$ cat src/rtl/imem_if.sv
// Instruction-memory read bus between the fetch stage (master) and the
// instruction memory (slave).
//   imem_req   : read request, held with imem_addr until imem_ack
//   imem_addr  : word address of the read (bits [1:0] always zero)
//   imem_ack   : read data valid / transaction complete
//   imem_rdata : read data, meaningful only while imem_ack is high
interface imem_if #(
  parameter int XLEN = 32
);
  logic            imem_req;
  logic [XLEN-1:0] imem_addr;
  logic            imem_ack;
  logic [31:0]     imem_rdata;

  modport master (
    output imem_req,
    output imem_addr,
    input  imem_ack,
    input  imem_rdata
  );

  modport slave (
    input  imem_req,
    input  imem_addr,
    output imem_ack,
    output imem_rdata
  );
endinterface

$ cat src/rtl/instruction_fetch.sv
// Fetch stage of the RockWave core.
// Holds the PC and issues one instruction-memory read for each phase_fetch
// strobe. The fetched word is registered, together with its PC and PC+4,
// for the decode stage. A redirect (pc_load) may arrive at any time. If a
// read is outstanding, that read is still completed on the bus, but its
// data is discarded and a NOP is delivered in its place.
// Ports:
//   clk, rst_n     : clock, asynchronous active-low reset
//   phase_fetch    : fetch start strobe from the sequencer
//   pc_load        : PC redirect request
//   pc_load_addr   : redirect target (low two bits dropped)
//   imem           : instruction-memory read bus (master side)
//   inst           : fetched instruction to decode
//   curr_pc_fd     : PC of inst
//   next_pc_fd     : curr_pc_fd + 4
//   stall_fetch    : fetch in progress, the sequencer holds its phase
module instruction_fetch #(
  parameter int              XLEN         = 32,
  parameter logic [XLEN-1:0] RESET_VECTOR = '0,
  parameter logic [31:0]     NOP_INST     = 32'h0000_0013
) (
  input  logic            clk,
  input  logic            rst_n,
  input  logic            phase_fetch,
  input  logic            pc_load,
  input  logic [XLEN-1:0] pc_load_addr,
  imem_if.master          imem,
  output logic [31:0]     inst,
  output logic [XLEN-1:0] curr_pc_fd,
  output logic [XLEN-1:0] next_pc_fd,
  output logic            stall_fetch
);

  localparam logic [0:0] IDLE = 1'b0;
  localparam logic [0:0] WAIT = 1'b1;

  localparam logic [XLEN-1:0] WORD_STEP  = XLEN'(4);
  localparam logic [XLEN-1:0] ALIGN_MASK = ~XLEN'(3);

  logic [0:0]      state;
  logic            kill;
  logic [XLEN-1:0] pc_p0;
  logic            req_p0;
  logic [XLEN-1:0] addr_p0;
  logic [XLEN-1:0] load_tgt;
  logic            ack_in_wait;

  // Redirect targets are forced to a word boundary; there is no
  // misalignment trap.
  assign load_tgt    = pc_load_addr & ALIGN_MASK;
  assign ack_in_wait = (state == WAIT) && imem.imem_ack;

  assign imem.imem_req  = req_p0;
  assign imem.imem_addr = addr_p0;

  // The fetch stalls in the request cycle and in every cycle it waits for
  // memory. It is not stalled in the ack cycle, so a latency of N gives
  // exactly N stall cycles.
  assign stall_fetch = ((state == IDLE) && phase_fetch) ||
                       ((state == WAIT) && !imem.imem_ack);

  always_ff @(posedge clk or negedge rst_n) begin
    if (!rst_n) begin
      state      <= IDLE;
      kill       <= 1'b0;
      pc_p0      <= RESET_VECTOR;
      req_p0     <= 1'b0;
      addr_p0    <= RESET_VECTOR;
      inst       <= NOP_INST;
      curr_pc_fd <= RESET_VECTOR;
      next_pc_fd <= RESET_VECTOR + WORD_STEP;
    end else begin
      // Stage p0: issue the read from the current PC.
      if ((state == IDLE) && phase_fetch) begin
        state   <= WAIT;
        req_p0  <= 1'b1;
        addr_p0 <= pc_p0;
        // A redirect in the issue cycle still lets the read go out from the
        // old PC, but the read is marked dead.
        if (pc_load) begin
          kill <= 1'b1;
        end
      end else if ((state == WAIT) && !imem.imem_ack && pc_load) begin
        kill <= 1'b1;
      end

      // Stage p1: retire the read into the decode-facing registers.
      if (ack_in_wait) begin
        state  <= IDLE;
        req_p0 <= 1'b0;
        kill   <= 1'b0;
        if (kill || pc_load) begin
          inst <= NOP_INST;
        end else begin
          inst       <= imem.imem_rdata;
          curr_pc_fd <= addr_p0;
          next_pc_fd <= addr_p0 + WORD_STEP;
          pc_p0      <= addr_p0 + WORD_STEP;
        end
      end

      // A redirect wins over the sequential increment.
      if (pc_load) begin
        pc_p0 <= load_tgt;
      end
    end
  end

endmodule

$ cat src/flat_wrapper.sv
// flat-port wrapper written by rule: the top's interface ports become plain ports
module instruction_fetch_flat 
#(
  parameter int              XLEN         = 32,
  parameter logic [XLEN-1:0] RESET_VECTOR = '0,
  parameter logic [31:0]     NOP_INST     = 32'h0000_0013
)
  (clk, rst_n, phase_fetch, pc_load, pc_load_addr, inst, curr_pc_fd, next_pc_fd, stall_fetch, imem_imem_req, imem_imem_addr, imem_imem_ack, imem_imem_rdata);
  imem_if #(.XLEN(XLEN)) imem_i ();
  input  logic clk;
  input  logic rst_n;
  input  logic phase_fetch;
  input  logic pc_load;
  input  logic [XLEN-1:0] pc_load_addr;
  output logic [31:0] inst;
  output logic [XLEN-1:0] curr_pc_fd;
  output logic [XLEN-1:0] next_pc_fd;
  output logic stall_fetch;
  output wire logic [$bits(imem_i.imem_req)-1:0] imem_imem_req;
  output wire logic [$bits(imem_i.imem_addr)-1:0] imem_imem_addr;
  input wire logic [$bits(imem_i.imem_ack)-1:0] imem_imem_ack;
  input wire logic [$bits(imem_i.imem_rdata)-1:0] imem_imem_rdata;
  assign imem_imem_req = imem_i.imem_req;
  assign imem_imem_addr = imem_i.imem_addr;
  assign imem_i.imem_ack = imem_imem_ack;
  assign imem_i.imem_rdata = imem_imem_rdata;
  instruction_fetch #(.XLEN(XLEN), .RESET_VECTOR(RESET_VECTOR), .NOP_INST(NOP_INST)) u_core (.clk(clk), .rst_n(rst_n), .phase_fetch(phase_fetch), .pc_load(pc_load), .pc_load_addr(pc_load_addr), .imem(imem_i), .inst(inst), .curr_pc_fd(curr_pc_fd), .next_pc_fd(next_pc_fd), .stall_fetch(stall_fetch));
endmodule
$ cat config.mk
export PLATFORM = sky130hd
export DESIGN_NAME = instruction_fetch_flat
export DESIGN_NICKNAME = d
export VERILOG_FILES = /design/src/rtl/imem_if.sv /design/src/rtl/instruction_fetch.sv /design/src/flat_wrapper.sv
export SDC_FILE = /design/constraint.sdc
export NUM_CORES = 1
export LEC_CHECK = 0
export ABC_AREA = 1
export CORE_MARGIN = 4
export CORE_UTILIZATION = 31
export CTS_CLUSTER_DIAMETER = 150
export DETAILED_ROUTE_END_ITERATION = 8
export PLACE_DENSITY_LB_ADDON = 0.08
export SKIP_LAST_GASP = 1
export SLEW_MARGIN = 10
export SYNTH_ARGS = -nofsm -noshare
export SYNTH_HDL_FRONTEND = slang
export SYNTH_SLANG_ARGS = --single-unit
$ cat constraint.sdc
create_clock -name clk -period 3.5 [get_ports clk]
set_clock_uncertainty 0.1 [all_clocks]
set_input_delay 0.7 -clock clk [delete_from_list [all_inputs] [get_ports clk]]
set_output_delay 0.7 -clock clk [all_outputs]
set_load 0.005 [all_outputs]
# Word level (Yosys, flattened, before mapping)
# Index checks and enable logic that the tools add are counted.
dict set report totals {
  register_bits 162
  input_bits 69
  word_cells 35
  latchBits 0
  rom_bits 0
  mem_count 0
  ram_bits 0
  output_inout_bits 130
}
dict set report classes {
  n_reduce_logical 13
  mux 10
  n_mul 0
  order_cmp 0
  shift 0
  div_mod_pow 0
  eq_ne 2
  bitwise 2
  n_addsub 1
}
# cell count
set op_table {}
lappend op_table {{$mux 32} 4}
lappend op_table {{$add 32x3->32 const B} 1}
lappend op_table {{$mux 1} 6}
lappend op_table {{$reduce_and 2->1} 3}
lappend op_table {{$logic_and 1x1->1} 4}
lappend op_table {{$reduce_bool 2->1} 2}
lappend op_table {{$ne 3x2->1 const B} 1}
lappend op_table {{$reduce_bool 3->1} 1}
lappend op_table {{$logic_or 1x1->1} 2}
lappend op_table {{$ne 2x2->1 const B} 1}
lappend op_table {{$not 1->1} 2}
lappend op_table {{$logic_not 1->1} 1}

# Longest topological paths before layout
# Gate-level depths: netlist (run 1).
dict set report depth {
  depth_word 6
  mapped_depth 9
  mapped_depth_nobuf 9
}

# Worst setup path before layout (run 1)
# Ideal clock, no wire load.
dict set report synth_timing {
  path_type {input-to-output}
  startpoint {in phase_fetch}
  endpoint {out stall_fetch}
  required_ps 2700
  slack_ps 1633
  t_arrival_ps 1067
  path_stages 3
  n_path_buf 1
  cell_sequence {nand2_1 > buf_2 > o21ai_0}
}
dict set report synth_via {
  elab_chain_len 2
}
# item line_no
set synth_rtl {}
lappend synth_rtl {{start, declared} flat_wrapper.sv:12} ;# input logic phase_fetch;
lappend synth_rtl {{$logic_and 1x1->1} instruction_fetch.sv:59} ;# assign stall_fetch = ((state == IDLE) && phase_fetch) ||
lappend synth_rtl {{$logic_or 1x1->1} instruction_fetch.sv:59}
lappend synth_rtl {{end, declared} flat_wrapper.sv:18} ;# output logic stall_fetch;
# Every way passes these cells.

# Worst setup path after layout (run 1)
dict set report layout_timing {
  startpoint {in imem_imem_ack}
  endpoint {out stall_fetch}
}
dict set report layout_via {
  elab_chain_len 3
}
# item line_no
set layout_rtl {}
lappend layout_rtl {{start, declared} flat_wrapper.sv:21} ;# input wire logic [$bits(imem_i.imem_ack)-1:0] imem_imem_ack;
lappend layout_rtl {{$logic_not 1->1} instruction_fetch.sv:60} ;# ((state == WAIT) && !imem.imem_ack);
lappend layout_rtl {{$logic_and 1x1->1} instruction_fetch.sv:60}
lappend layout_rtl {{$logic_or 1x1->1} instruction_fetch.sv:59}
# Every way passes these cells.

==> results of run 1 <==
per-layer routing:
layer	global-route usage, %	part of all wire (%)
met5	0	0
met4	5.17	1.4
met3	5.65	7.5
met2	25.3	45
met1	23.4	46
per-stage QoR:
stage / power (mW) / util [%]
3_3_place_gp: 4.87 / 42.4
3_5_place_dp: 4.88 / 42.4
5_1_grt: 7.06 / 45.0
6_report: 6.61 / 45.0
4_1_cts: 6.72 / 45.0
2_1_floorplan: 3.48 / -
logic make-up (layout without fill, tap and decap cells):
group / after synthesis / after routing / share of synthesized area, %
buf+inv: 82 / 286 / 5.28
compound gates: 135 / 135 / 12.7
fa+ha+maj: 1 / 1 / 0.186
flops: 160 / 160 / 59.6
xor+xnor: 1 / 1 / 0.130
simple gates: 348 / 348 / 22.1
area by class of cell:
| class | instances | area (um2) |
|---|---|---|
| clock inverters | 15 | 131 |
| multi-input cells | 485 | 2360 |
| well taps | 275 | 344 |
| repair buffers | 206 | 2080 |
| fillers | 2101 | 11600 |
| clock buffers | 17 | 425 |
| flip-flops and latches | 160 | 4010 |
| inverters | 48 | 180 |
power groups by stage:
stage	Clock (mW)	Sequential, mW	Combinational [mW]
2_1_floorplan	0	2.78	0.701
3_5_place_dp	0	2.80	2.09
6_report	1.79	2.77	2.05
3_3_place_gp	0	2.79	2.09
4_1_cts	1.85	2.78	2.10
5_1_grt	1.92	2.86	2.28
worst paths after layout:
| check | startpoint | cells after the start | end | slack (ns) |
|---|---|---|---|---|
| max | imem_imem_ack | 3 | stall_fetch | 0.72 |
| min | rst_n | 1 | u_core.next_pc_fd[1]$_DFFE_PN0P_ | 0.20 |
| max reg2reg | u_core.imem.imem_addr[3]$_DFFE_PN0P_ | 9 | u_core.next_pc_fd[20]$_DFFE_PN0P_ | 1.68 |
| min reg2reg | u_core.next_pc_fd[8]$_DFFE_PN0P_ | 2 | u_core.next_pc_fd[8]$_DFFE_PN0P_ | 0.38 |
| max in group asynchronous | rst_n | 2 | u_core.imem.imem_addr[21]$_DFFE_PN0P_ | 2.21 |
| min in group clk | u_core.next_pc_fd[8]$_DFFE_PN0P_ | 2 | u_core.next_pc_fd[8]$_DFFE_PN0P_ | 0.38 |
state kept, by name, summed over array words and instances (netlist names):
name and flops:
u_core.pc_p0 32, u_core.state 1, u_core.next_pc_fd 32, u_core.curr_pc_fd 30, u_core.imem.imem_addr 32, u_core.kill 1, u_core.inst 32
placed cells by master (no fill, tap or decap):
master / count
sky130_fd_sc_hd__a22oi_1: 14
sky130_fd_sc_hd__o22ai_1: 1
sky130_fd_sc_hd__nand2_1: 223
sky130_fd_sc_hd__buf_12: 3
sky130_fd_sc_hd__or2_2: 1
sky130_fd_sc_hd__xor2_1: 1
sky130_fd_sc_hd__nand2_2: 5
sky130_fd_sc_hd__ha_1: 1
sky130_fd_sc_hd__o211ai_1: 3
sky130_fd_sc_hd__buf_6: 1
sky130_fd_sc_hd__clkinvlp_4: 2
sky130_fd_sc_hd__o22a_1: 3
sky130_fd_sc_hd__clkdlybuf4s50_1: 195
sky130_fd_sc_hd__nor2_4: 6
sky130_fd_sc_hd__a31oi_1: 1
sky130_fd_sc_hd__dfstp_2: 4
sky130_fd_sc_hd__nor2_2: 7
sky130_fd_sc_hd__a22o_1: 30
sky130_fd_sc_hd__clkinv_2: 5
sky130_fd_sc_hd__nand3_1: 43
sky130_fd_sc_hd__nor2_1: 56
sky130_fd_sc_hd__nand2_4: 4
sky130_fd_sc_hd__o21ai_0: 52
sky130_fd_sc_hd__dfrtp_1: 156
sky130_fd_sc_hd__buf_4: 7
sky130_fd_sc_hd__inv_6: 5
sky130_fd_sc_hd__clkbuf_16: 17
sky130_fd_sc_hd__inv_2: 3
sky130_fd_sc_hd__bufinv_16: 1
sky130_fd_sc_hd__a21oi_1: 30
sky130_fd_sc_hd__o21ai_4: 1
sky130_fd_sc_hd__clkinv_4: 2
sky130_fd_sc_hd__nand3_2: 3
sky130_fd_sc_hd__inv_1: 45
==> results by group, run 1 <==
Clock network
  • Clock latency of the later-clocked register in the worst-skew pair: approximately 0.43 ns
  • Clock root cell: sky130_fd_sc_hd__clkbuf_16
  • Post-CTS Hold Buffers: 0
  • Buffers inserted during post-CTS setup optimization: 0
  • Maximum level of the CTS H-tree: 4
  • Total CTS buffers: 17
  • Post-cts gate resize count: 0
  • Maximum buffer depth of the clock tree: 2
  • TritonCTS clock tree: done
  • Clock-pin slew of the registers on the worst-case setup and hold paths: 0.07 ns
  • Number of clock sinks seen by CTS: 160

Yosys
  • Number of flops mapped to enable cells by yosys: 0
  • Dominant cell type by area after synthesis: sky130_fd_sc_hd__dfrtp_1
  • Main area contributors after synthesis: sky130_fd_sc_hd__dfrtp_1, sky130_fd_sc_hd__nand2_1, sky130_fd_sc_hd__a22o_1
  • Yosys Warn Count: 0
  • Total standard cell area after synthesis: approximately 6700 um2
  • Top cells by count, synth: sky130_fd_sc_hd__nand2_1, sky130_fd_sc_hd__dfrtp_1, sky130_fd_sc_hd__nor2_1
  • Number of distinct library cells after synthesis: 29
  • Dominant register cell in the synthesized netlist: sky130_fd_sc_hd__dfrtp_1
  • Area fraction of the dominant cell type after synthesis: 58.0%
  • Syn nets: between 700 and 800
  • Synth Area per Inst: between 9 and 10 um2
  • Fraction of registers with async set/reset: 100%
  • Mapped Cells: a little over 700
  • Count of state elements after synthesis: 160
  • Top-count cell post-synth: sky130_fd_sc_hd__nand2_1
  • Sequential fraction of the synthesis area: 59.6%

Place
  • Count of buffers inserted at the top-level ports: 196
  • Cells after DPL: between 1000 and 1500
  • Placement Setup Slack: about 0.7 ns
  • Standard cell area after detailed placement: roughly 9000 um2
  • Placer's final routability congestion estimate: ~0.79
  • Post-detailed-placement half-perimeter wirelength: approximately 14 mm

Routing
  • Via density per instance: between 4 and 5
  • Post-route antenna net violation count: 0
  • Total via count after detailed routing: ~5500
  • Detailed-route DRC error count: 0
  • Count of TritonRoute iterations in the first routing pass: 6
  • Post-Route WL: 19.9 mm
  • Number of design-rule violations left by the first detailed-router iteration: 281
  • Routed WL per cell: roughly 17 um

Critical path
  • Startpoint class of the critical path: input pin
  • Crit path max fanout: 3
  • Critical Path Max Stage Delay: ~0.56 ns
  • Data required time of the critical path: 2.70 ns
  • Capturing element type of the critical path: primary output
  • Cell mode on critical path: sky130_fd_sc_hd__clkdlybuf4s50_1
  • Family with the most delay on the worst path: buffers and inverters
  • Worst setup path class: in -> out
  • Cell type of the slowest stage on the worst timing path: sky130_fd_sc_hd__clkdlybuf4s50_1
  • Crit path buffers/inverters: 2
  • Cell breakdown of the critical path: clkdlybuf4s50_1 > o21ai_0 > clkdlybuf4s50_1
  • Arrival @ worst endpoint: approximately 2.0 ns

Pwr
  • Combinational Power Share: a little under a third
  • Sw Pwr: slightly above 2 mW
  • Power per cell area: just under 700 nW/um2
  • Fraction of power consumed by the clock network: a little over a quarter
  • Static leakage power: roughly 4.5 nW
  • VDD IR max: between 0.0002 and 0.0003 V
  • Share of total power in sequential cells: 41.9%
  • Cell-internal power: between 4 and 5 mW
  • Net switching share of the total power: just over 30%

Run status
  • Status: completed

Final layout
  • Total inserted antenna cells: 0
  • Post-layout instance count excluding filler cells: between 1000 and 1500
  • Area added between synthesis and finish: 41.7%
  • Fraction of layout cells with a size suffix above 1: slightly above 8%
  • Number of nets in the layout: 988
  • Post-route cell area: ~9500 um2

Global routing
  • Maximum number of pins on one net before global-route repair: slightly below 100
  • Number of antenna violations at the first check in global routing: 0
  • Total global routing overflow: 0
  • GRT Util Overall: 16.9%
  • Via count of the first global-routing pass: roughly 5600
  • Global-route wire length before repair: around 32 mm

Die
  • Number of standard-cell rows in the floorplan: 53
  • Number of top-level design ports: 199
  • CORE AREA: between 20000 and 25000 um2
  • Floorplan die width: 155 um
  • Initial core utilization: between 30% and 40%
  • Die boundary height: around 160 um
  • Area of the die: between 20000 and 25000 um2

Timing
  • Final-report hold violation count: 0
  • Total Neg Setup Slack: 0 ns
  • Slew HR: about 52%
  • Final cycle utilization of the critical path: between 70% and 80%
  • Setup slack after layout: roughly 0.7 ns
  • Timing-limited maximum frequency: between 300 and 400 MHz
  • Max-slew violation total from the final report: 0
  • Clock period minus final worst setup slack: 2.78 ns
  • Slew at the pin closest to its max-slew limit: about 0.72 ns
  • Hold WS: ~0.2 ns
  • Final setup violation count: 0
  • Unrepaired setup endpoints after global routing: false

Flow run
  • Max_cap viols: 0

Worst hold path
  • Classification of the worst-slack hold path: in -> async
Note: power is estimated with default switching activity, not from simulation.
==> inputs of run 2 (changes only) <==
==> constraint.sdc (replaced) <==
create_clock -name clk -period 2.8 [get_ports clk]
set_clock_uncertainty 0.1 [all_clocks]
set_input_delay 0.56 -clock clk [delete_from_list [all_inputs] [get_ports clk]]
set_output_delay 0.56 -clock clk [all_outputs]
set_load 0.005 [all_outputs]
==> run 2 against run 1 <==
Effect of this change: the flow now finishes with violations (negative hold slack); register-to-register slack worse by 0.67 ns; flip-flop and latch count unchanged; first-iteration DRC count increased by 5.7%; final area rose by 0.37%; largest power group unchanged.
==> results by group, run 2 (synthesized netlist as in run 1, its figures left out) <==
Run status
  • Status: complete, but fails checks
  • Violations in the final reports: negative hold slack

Timing
  • Final-report hold violation count: 5 (+5)
  • Final setup violation count: 0 (unchanged)
  • Clock period minus final worst setup slack: 2.50 ns
  • Final cycle utilization of the critical path: about nine tenths
  • Slew HR: 53.3% (+1.3 points)
  • Timing-limited maximum frequency: ~400 MHz
  • Unrepaired setup endpoints after global routing: false
  • Hold WS: -0.0148 ns (-0.211 ns)
  • Total Neg Setup Slack: 0 ns (unchanged)
  • Max-slew violation total from the final report: 0 (unchanged)
  • Slew at the pin closest to its max-slew limit: 0.700 ns (-0.0189 ns)

Critical path
  • Crit path buffers/inverters: 2 (unchanged)
  • Arrival @ worst endpoint: 1.84 ns (-0.14 ns)
  • Startpoint of the lowest-slack register-to-register path: u_core.imem.imem_addr[3]$_DFFE_PN0P_
  • Cell type of the slowest stage on the worst timing path: sky130_fd_sc_hd__clkdlybuf4s50_1
  • Critical Path Max Stage Delay: 0.56 ns (about the same)
  • Capturing element type of the critical path: primary output
  • Worst setup path class: in -> out
  • Data required time of the critical path: 2.14 ns (-0.56 ns)
  • Reg-to-reg setup timing slack: 1.01 ns (-0.67 ns)
  • End point of the critical path: stall_fetch
  • Critical Path Stages: 3 (unchanged)
  • R2R depth: 8 (-1)
  • Family with the most delay on the worst path: buffers and inverters
  • Cell mode on critical path: sky130_fd_sc_hd__clkdlybuf4s50_1
  • Crit Reg-Reg Endpoint: u_core.pc_p0[14]$_DFFE_PN0P_
  • Crit path max fanout: 3 (unchanged)
  • Cell breakdown of the critical path: clkdlybuf4s50_1 > o21ai_0 > clkdlybuf4s50_1
  • Critical Path Start: imem_imem_ack
  • Startpoint class of the critical path: input pin

Clock network
  • Post-cts gate resize count: 0 (unchanged)
  • Post-CTS Hold Buffers: 0 (unchanged)
  • Total CTS buffers: 17 (unchanged)
  • Maximum buffer depth of the clock tree: 2 (unchanged)
  • Buffers inserted during post-CTS setup optimization: 0 (unchanged)
  • Maximum level of the CTS H-tree: 4 (unchanged)
  • Clock latency of the later-clocked register in the worst-skew pair: 0.43 ns (about the same)
  • Clock root cell: sky130_fd_sc_hd__clkbuf_16
  • Number of clock sinks seen by CTS: 160 (unchanged)
  • Clock-pin slew of the registers on the worst-case setup and hold paths: 0.07 ns (about the same)
  • TritonCTS clock tree: done

Global routing
  • Global-route wire length before repair: 32.3 mm (+0.93%)
  • Total global routing overflow: 0 (unchanged)
  • Via count of the first global-routing pass: 5825 (+3.1%)
  • Maximum number of pins on one net before global-route repair: 99 (unchanged)
  • GRT Util Overall: 17.0% (+0.055 points)
  • Number of antenna violations at the first check in global routing: 0 (unchanged)

Routing
  • Top layer in use: met4
  • Post-Route WL: 19.8 mm (-0.51%)
  • Met3 WL post-DR: 1.49 mm (-0.67%)
  • Count of TritonRoute iterations in the first routing pass: 5 (-1)
  • Total via count after detailed routing: 5473 (-1.0%)
  • Via density per instance: 4.53 (-1.1%)
  • Routed met2 length: 8.87 mm (-1.3%)
  • Post-route antenna net violation count: 0 (unchanged)
  • Detailed-route DRC error count: 0 (unchanged)
  • Routed WL per cell: 16.4 um (-0.59%)
  • Number of design-rule violations left by the first detailed-router iteration: 297 (+5.7%)
  • Wire length on met1: 9.21 mm (+0.75%)

Pwr
  • Fraction of power consumed by the clock network: 28.0% (+0.9 points)
  • VDD IR max: 0.000333 V (+14%)
  • Combinational Power Share: 30.6% (-0.4 points)
  • Share of total power in sequential cells: 41.5% (-0.4 points)
  • Power per cell area: 874 nW/um2 (+26%)
  • Static leakage power: 4.47 nW (+0.38%)
  • Sw Pwr: 2.60 mW (+27%)
  • Cell-internal power: 5.76 mW (+26%)
  • Net switching share of the total power: 31.1% (+0.18 points)

Final layout
  • Final core occ: 45.2% (+0.17 points)
  • Commonest cells after routing, fill and taps aside: sky130_fd_sc_hd__nand2_1, sky130_fd_sc_hd__clkdlybuf4s50_1, sky130_fd_sc_hd__dfrtp_1
  • Post-route cell area: 9560 um2 (+0.37%)
  • Number of nets in the layout: 989 (+0.10%)
  • Fraction of layout cells with a size suffix above 1: 8.37% (+0.098 points)
  • Total inserted antenna cells: 0 (unchanged)
  • Area added between synthesis and finish: 42.2%
  • Most common cell after layout, fill and taps aside: sky130_fd_sc_hd__nand2_1

Die
  • Number of standard-cell rows in the floorplan: 53 (unchanged)
  • Area of the die: 24100 um2 (unchanged)
  • Initial core utilization: 31.8% (unchanged)
  • Die boundary height: 155 um (unchanged)
  • Number of top-level design ports: 199 (unchanged)
  • CORE AREA: 21200 um2 (unchanged)
  • Floorplan die width: 155 um (unchanged)

Place
  • Placer's final routability congestion estimate: 0.779 (-1.5%)
  • Count of buffers inserted at the top-level ports: 196 (unchanged)
  • Post-detailed-placement half-perimeter wirelength: 13.6 mm (-2.7%)
  • Standard cell area after detailed placement: 8980 um2 (about the same)

Flow run
  • Max_cap viols: 0 (unchanged)

Worst hold path
  • Classification of the worst-slack hold path: in -> async
==> run 2: cell count changes in the layout (fill, tap and decap cells not counted) <==
| cell | delta |
|---|---|
| sky130_fd_sc_hd__clkinv_2 | -4 |
| sky130_fd_sc_hd__inv_8 | +3 |
| sky130_fd_sc_hd__clkinv_4 | -2 |
| sky130_fd_sc_hd__inv_6 | +2 |
| sky130_fd_sc_hd__buf_4 | +1 |
| sky130_fd_sc_hd__clkbuf_8 | +1 |
==> run 2: how the worst min path moves through the flow <==
| stage | endpoint | slack, ns | cells past startpoint |
|---|---|---|---|
| after floorplan | u_core.curr_pc_fd[10]$_DFFE_PN0P_ | 0.16 | 0 |
| final | u_core.next_pc_fd[1]$_DFFE_PN0P_ | -0.01 | 1 |
| after global routing | u_core.next_pc_fd[1]$_DFFE_PN0P_ | 0.03 | 1 |
| after CTS | u_core.imem.imem_addr[1]$_DFFE_PN0P_ | 0.008 | 1 |
| after detailed placement | u_core.next_pc_fd[11]$_DFFE_PN0P_ | 0.36 | 2 |
| after global placement | u_core.next_pc_fd[7]$_DFFE_PN0P_ | 0.36 | 2 |
==> run 2: worst reg2reg max path, stage by stage (launching register included) <==
cell	delay (ns)
sky130_fd_sc_hd__dfrtp_1	0.45
sky130_fd_sc_hd__ha_1	0.21
sky130_fd_sc_hd__nand2_2	0.08
sky130_fd_sc_hd__nor2_4	0.19
sky130_fd_sc_hd__nand2_4	0.13
sky130_fd_sc_hd__nor2_2	0.22
sky130_fd_sc_hd__nand2_1	0.08
sky130_fd_sc_hd__nand3_1	0.13
sky130_fd_sc_hd__nand3_1	0.10
==> run 2: per-stage QoR <==
stage	power, mW	instances	setup WS [ns]
2_1_floorplan	4.35	727	1.21
3_3_place_gp	6.10	1175	0.292
3_5_place_dp	6.11	1175	0.283
4_1_cts	8.50	1207	0.279
5_1_grt	8.91	1207	0.231
6_report	8.36	1207	0.300
==> run 2: power groups by stage <==
stage	Sequential, mW	Combinational [mW]	Clock, mW
after global routing	3.57	2.85	2.49
after CTS	3.48	2.61	2.41
after detailed placement	3.50	2.60	0
after global placement	3.50	2.60	0
final	3.47	2.56	2.34
after floorplan	3.48	0.877	0
==> run 2: area by class of cell <==
cell class / instances / area, um2
clock buffers: 18 / 439
clock inverters: 14 / 145
fillers: 2076 / 11600
inverters: 48 / 180
multi-input cells: 485 / 2360
flip-flops and latches: 160 / 4010
well taps: 275 / 344
repair buffers: 207 / 2080
==> run 2: metal layers <==
layer	up-vias	global-route usage (%)
met5	-	0
met4	0	4.75
met3	20	5.67
met2	148	25.8
met1	2552	23.3
li1	2753	-
